## config.mk

```make
export PLATFORM = sky130hd
export DESIGN_NAME = uart_buffered_tx
export DESIGN_NICKNAME = d
export VERILOG_FILES = /design/src/rtl/uart_pkg.sv /design/src/rtl/sync_fifo.sv /design/src/rtl/uart_buffered_tx.sv
export SDC_FILE = /design/constraint.sdc
export NUM_CORES = 1
export LEC_CHECK = 0
export ABC_AREA = 1
export CAP_MARGIN = 20
export CORE_ASPECT_RATIO = 1.1
export CORE_MARGIN = 4
export CORE_UTILIZATION = 40
export CTS_CLUSTER_SIZE = 20
export DETAILED_ROUTE_END_ITERATION = 8
export GPL_TIMING_DRIVEN = 0
export PLACE_DENSITY = 0.54
export SYNTH_ARGS = -nofsm -noshare
export SYNTH_HDL_FRONTEND = slang
export SYNTH_SLANG_ARGS = --single-unit
```

## constraint.sdc

```tcl
create_clock -name clk -period 2.52 [get_ports clk]
set_input_delay 0.378 -clock clk [delete_from_list [all_inputs] [get_ports clk]]
set_output_delay 0.378 -clock clk [all_outputs]
set_load 0.05 [all_outputs]
```

## src/rtl/uart_pkg.sv

```systemverilog
// Shared UART definitions: line-state encoding and frame data width,
// common to the rx and tx paths.
`default_nettype none

package uart_pkg;

   typedef enum logic [1:0] {
      IDLE  = 2'd0,
      START = 2'd1,
      DATA  = 2'd2,
      STOP  = 2'd3
   } uart_state_t;

   localparam int UART_DATA_BITS = 8;

endpackage

`default_nettype wire

```

## src/rtl/sync_fifo.sv

```systemverilog
// Single-clock first-word-fall-through FIFO with registered full/empty flags
// and an occupancy count wide enough to tell full from empty.
`default_nettype none

module sync_fifo #(
   parameter int WIDTH = 8,
   parameter int DEPTH = 16
) (
   input  logic                     clk,
   input  logic                     rst,
   input  logic                     push,
   input  logic                     pop,
   input  logic [WIDTH-1:0]         din,
   output logic [WIDTH-1:0]         dout,
   output logic                     full,
   output logic                     empty,
   output logic [$clog2(DEPTH):0]   count
);

   localparam int c_aw = $clog2(DEPTH);
   localparam logic [c_aw:0] c_full_count = (c_aw + 1)'(DEPTH);

   logic [WIDTH-1:0] r_mem [DEPTH];
   logic [c_aw-1:0]  r_wr_ptr;
   logic [c_aw-1:0]  r_rd_ptr;
   logic [c_aw:0]    r_count;
   logic             r_full;
   logic             r_empty;

   logic             w_push;
   logic             w_pop;
   logic [c_aw:0]    w_count_next;

   assign w_push = push && !r_full;
   assign w_pop  = pop && !r_empty;

   always_comb begin
      w_count_next = r_count;
      if (w_push && !w_pop) begin
         w_count_next = r_count + 1'b1;
      end else if (w_pop && !w_push) begin
         w_count_next = r_count - 1'b1;
      end
   end

   // Flags are registered from the next count so the ready output is a flop.
   always_ff @(posedge clk or posedge rst) begin
      if (rst) begin
         r_wr_ptr <= '0;
         r_rd_ptr <= '0;
         r_count  <= '0;
         r_full   <= 1'b0;
         r_empty  <= 1'b1;
      end else begin
         if (w_push) r_wr_ptr <= r_wr_ptr + 1'b1;
         if (w_pop)  r_rd_ptr <= r_rd_ptr + 1'b1;
         r_count <= w_count_next;
         r_full  <= (w_count_next == c_full_count);
         r_empty <= (w_count_next == '0);
      end
   end

   always_ff @(posedge clk) begin
      if (w_push) r_mem[r_wr_ptr] <= din;
   end

   assign dout  = r_mem[r_rd_ptr];
   assign full  = r_full;
   assign empty = r_empty;
   assign count = r_count;

endmodule

`default_nettype wire

```

## src/rtl/uart_buffered_tx.sv

```systemverilog
// Buffered 8N1 UART transmitter: valid/ready byte input, FIFO queue,
// bit-timed serializer driving an idle-high txd line.
`default_nettype none

module uart_buffered_tx
   import uart_pkg::*;
#(
   parameter int CLK_PER_HALF_BIT = 85,
   parameter int FIFO_DEPTH       = 16
) (
   input  logic                          clk,
   input  logic                          rst,
   input  logic [7:0]                    tx_data,
   input  logic                          tx_valid,
   output logic                          tx_ready,
   output logic                          txd,
   output logic                          busy,
   output logic [$clog2(FIFO_DEPTH):0]   fifo_count
);

   localparam int c_bit_cycles = 2 * CLK_PER_HALF_BIT;
   localparam int c_tw         = $clog2(c_bit_cycles);
   localparam logic [c_tw-1:0] c_timer_last = c_tw'(c_bit_cycles - 1);
   localparam logic [2:0]      c_idx_last   = 3'(UART_DATA_BITS - 1);

   uart_state_t                 r_state;
   uart_state_t                 w_state_next;
   logic [c_tw-1:0]             r_timer;
   logic [2:0]                  r_idx;
   logic [UART_DATA_BITS-1:0]   r_shift;
   logic                        r_txd;
   logic                        r_busy;

   logic                        w_pop;
   logic                        w_bit_end;
   logic                        w_full;
   logic                        w_empty;
   logic [7:0]                  w_dout;

   sync_fifo #(
      .WIDTH (8),
      .DEPTH (FIFO_DEPTH)
   ) u_fifo (
      .clk   (clk),
      .rst   (rst),
      .push  (tx_valid),
      .pop   (w_pop),
      .din   (tx_data),
      .dout  (w_dout),
      .full  (w_full),
      .empty (w_empty),
      .count (fifo_count)
   );

   assign w_bit_end = (r_timer == c_timer_last);

   always_ff @(posedge clk or posedge rst) begin
      if (rst) begin
         r_state <= IDLE;
      end else begin
         r_state <= w_state_next;
      end
   end

   always_comb begin
      w_state_next = r_state;
      w_pop        = 1'b0;
      case (r_state)
         IDLE: begin
            if (!w_empty) begin
               w_pop        = 1'b1;
               w_state_next = START;
            end
         end
         START: begin
            if (w_bit_end) w_state_next = DATA;
         end
         DATA: begin
            if (w_bit_end && (r_idx == c_idx_last)) w_state_next = STOP;
         end
         STOP: begin
            // Back-to-back frames: the next start bit follows the stop bit directly.
            if (w_bit_end) begin
               if (!w_empty) begin
                  w_pop        = 1'b1;
                  w_state_next = START;
               end else begin
                  w_state_next = IDLE;
               end
            end
         end
         default: w_state_next = IDLE;
      endcase
   end

   always_ff @(posedge clk or posedge rst) begin
      if (rst) begin
         r_timer <= '0;
         r_idx   <= '0;
         r_shift <= '0;
         r_txd   <= 1'b1;
         r_busy  <= 1'b0;
      end else begin
         if ((r_state == IDLE) || (w_state_next != r_state) || w_bit_end) begin
            r_timer <= '0;
         end else begin
            r_timer <= r_timer + 1'b1;
         end

         if (r_state != DATA) begin
            r_idx <= '0;
         end else if (w_bit_end) begin
            r_idx <= r_idx + 1'b1;
         end

         if (w_pop) begin
            r_shift <= w_dout;
         end else if ((r_state == DATA) && w_bit_end) begin
            r_shift <= {1'b0, r_shift[UART_DATA_BITS-1:1]};
         end

         // Line level follows the state one clock later, keeping every level equally long.
         case (r_state)
            START:   r_txd <= 1'b0;
            DATA:    r_txd <= r_shift[0];
            default: r_txd <= 1'b1;
         endcase

         r_busy <= (r_state != IDLE) || !w_empty;
      end
   end

   assign tx_ready = !w_full;
   assign txd      = r_txd;
   assign busy     = r_busy;

endmodule

`default_nettype wire
```

==> metrics <==
Placement Cell Area 0.00770 mm^2; GRT overflow 0; pre-CTS WS -0.201 ns; Fillers 1,666; Worst-Margin Slew between 1 and 1.5 ns; Area Overhead vs Synth 14.7%; Worst-Skew Late Latency 0.43 ns; setup tns final 0 ns; via count 4,845; minimum hold slack 0.440 ns; min cycle time layout 2.25 ns; mapped cell area 0.00722 mm^2; initial antenna violation count 0; first-pass GRT wire length ~27 mm; routability cong. 0.811; P_leak 0.00295 uW; DRT Pass-1 Iters 5; min-delay worst type input pin to asynchronous set/reset pin; Max Transition Viols Final 0; hpwl dp 11.5 mm; CP Capture Point u_fifo.r_mem[1][6]; CP max FO 8; CTS root buf clkbuf_16; chip height approximately 150 um; clock slew at reported path FFs 0.06 ns; Setup Fix Bufs, Post-CTS 0; Max VDD drop ~0.49 mV; Synth area leader edfxtp_1; Final period util 0.891; Final Hold Vio Count 0; DRC violations left 0; Iteration-0 DRC Markers approximately 460; syn nets 646; CTS tree yes; main area contributors after synthesis edfxtp_1, dfrtp_1, nor2_1; Final Power 6910 uW; clk sinks 166; Cell variety after synth 37; Final nets 683; WL per Instance 19.0 um; Die Footprint 0.0203 mm^2; Synth top area share 0.533; Max Clock Skew 0.00900 ns; Row Count between 50 and 60; PD cells 835 mW/mm^2; Setup crit start u_fifo.full; post-cts resize count 0; Worst EP required 2.57 ns; routed wire length 17.3 mm; hold bufs inserted after CTS 0; largest net degree at the start of global routing 39; Worst Setup Slack, final 0.275 ns; Slew Limit Headroom 0.315; R2R cell count 5; fmax 445 MHz; fin area 0.00828 mm^2; Synth Instances between 600 and 700; Initial Util 0.407; Setup Crit Path Kind flip-flop to flip-flop; Critical Path End Type flip-flop; Die W 136 um; clk buf depth 2; Syn Area/Cell 11.7 um^2; RSZ-0062 raised after global routing no; status complete, no violations; htree depth 4; Antenna Nets Post-Route 0; # diodes 0; sequential share of the synthesized area 0.665; r2r setup slk 0.27 ns; I/O Buffers 18; EDFF count, synth 128; synthesis-stage register bit count 166; share of cells above drive strength 1 0.100; max_cap viols 0; crit start category flip-flop; Post-synth ARST share 0.229; Most used DFF post-synth edfxtp_1; vias per cell approximately 5.3; vias in the first global route 4,795; reg2reg end u_fifo.r_mem[1][6]; placeable core area ~0.018 mm^2; yosys synthesis warning count 0; I/O pins 19; CTS Buf Count 17; final setup fails 0; reg-to-reg critical path startpoint u_fifo.full; Tot GR Track Use 0.180; WP data arrival 2.29 ns
[registers in the layout, indices dropped and copies added (netlist names)]
signal and count:
r_timer 8, u_fifo.r_rd_ptr 4, u_fifo.r_mem 128, u_fifo.empty 1
u_fifo.full 1, u_fifo.count 5, txd 1, r_shift 8
busy 1, r_idx 3, r_state 2, u_fifo.r_wr_ptr 4
[stage by stage]
step                      instances   util
after floorplan                 619      -
after global placement          875  0.434
after detailed placement        875  0.434
after CTS                       906  0.467
after global routing            906  0.467
final                           906  0.467
[worst min path at each step]
stage | cells past startpoint | to | from | slack [ns]
4_1_cts | 2 | u_fifo.r_wr_ptr[0] | rst | 0.46
2_1_floorplan | 2 | txd | r_shift[0] | 0.45
3_3_place_gp | 2 | r_shift[1] | r_shift[1] | 0.47
5_1_grt | 2 | r_shift[6] | r_shift[6] | 0.51
6_report | 2 | u_fifo.r_wr_ptr[0] | rst | 0.44
3_5_place_dp | 2 | r_shift[7] | r_shift[7] | 0.47
[cell usage after synthesis, types with 4 or more instances]
library cell    n
nor3_1         10
dfrtp_1        36
nand3_1        25
o211ai_1       20
buf_2          12
ha_1           16
a21oi_1        11
nor2_1         96
xor2_1         13
inv_2           5
o22ai_1         4
inv_1          31
nand2_1        77
clkbuf_1       14
edfxtp_1      128
o21ai_0        67
nand4_1         6
o221ai_1       11
nand2_2         6
[layer usage]
layer / GRT usage / wire length, um
met3: 0.0300 / 688
met2: 0.308 / 8850
met5: 0 / 0
met1: 0.231 / 7430
met4: 0.0605 / 291
[critical path: stages (launching register included)]
cell and delay (ns):
dfrtp_1 0.37, inv_2 0.06, nand2_1 0.20, inv_2 0.25, nand2_1 0.18, nor2_1 0.80
[layout make-up]
cell class	instances	area, um^2	area share
well taps	238	298	0.0360
repair buffers	18	180	0.0218
inverters	39	146	0.0177
flip-flops and latches	166	4800	0.579
multi-input cells	388	2160	0.261
clock inverters	14	159	0.0192
plain buffers	26	113	0.0136
clock buffers	17	425	0.0514
[layout by cell type (no fill, tap or decap), drive strengths merged, types with 9 or more instances in the layout]
cell type,instances
o211ai,20
clkbuf,31
buf,12
nor3,10
a21oi,11
edfxtp,128
inv,37
xor2,13
o21ai,70
nand3,29
nand2,86
clkinv,9
dfrtp,36
clkdlybuf4s50,18
ha,16
nor2,100
o221ai,11
[report_power, final]
group	internal (uW)	total [uW]	switching, uW
logic	274	935	661
clock network	1540	2590	1050
registers	3250	3390	140
[cells by family (layout without fill, tap and decap cells)]
| group | count (synthesis) | in the layout | synth area share |
|---|---|---|---|
| AO/OA/AOI/OAI | 124 | 124 | 0.104 |
| XOR/XNOR | 16 | 16 | 0.0194 |
| buffers and inverters | 65 | 114 | 0.0359 |
| AND/OR/NAND/NOR | 232 | 232 | 0.149 |
| adder cells (fa/ha/maj) | 16 | 16 | 0.0277 |
| flip-flops | 166 | 166 | 0.665 |
(Power assumes the default switching activity.)
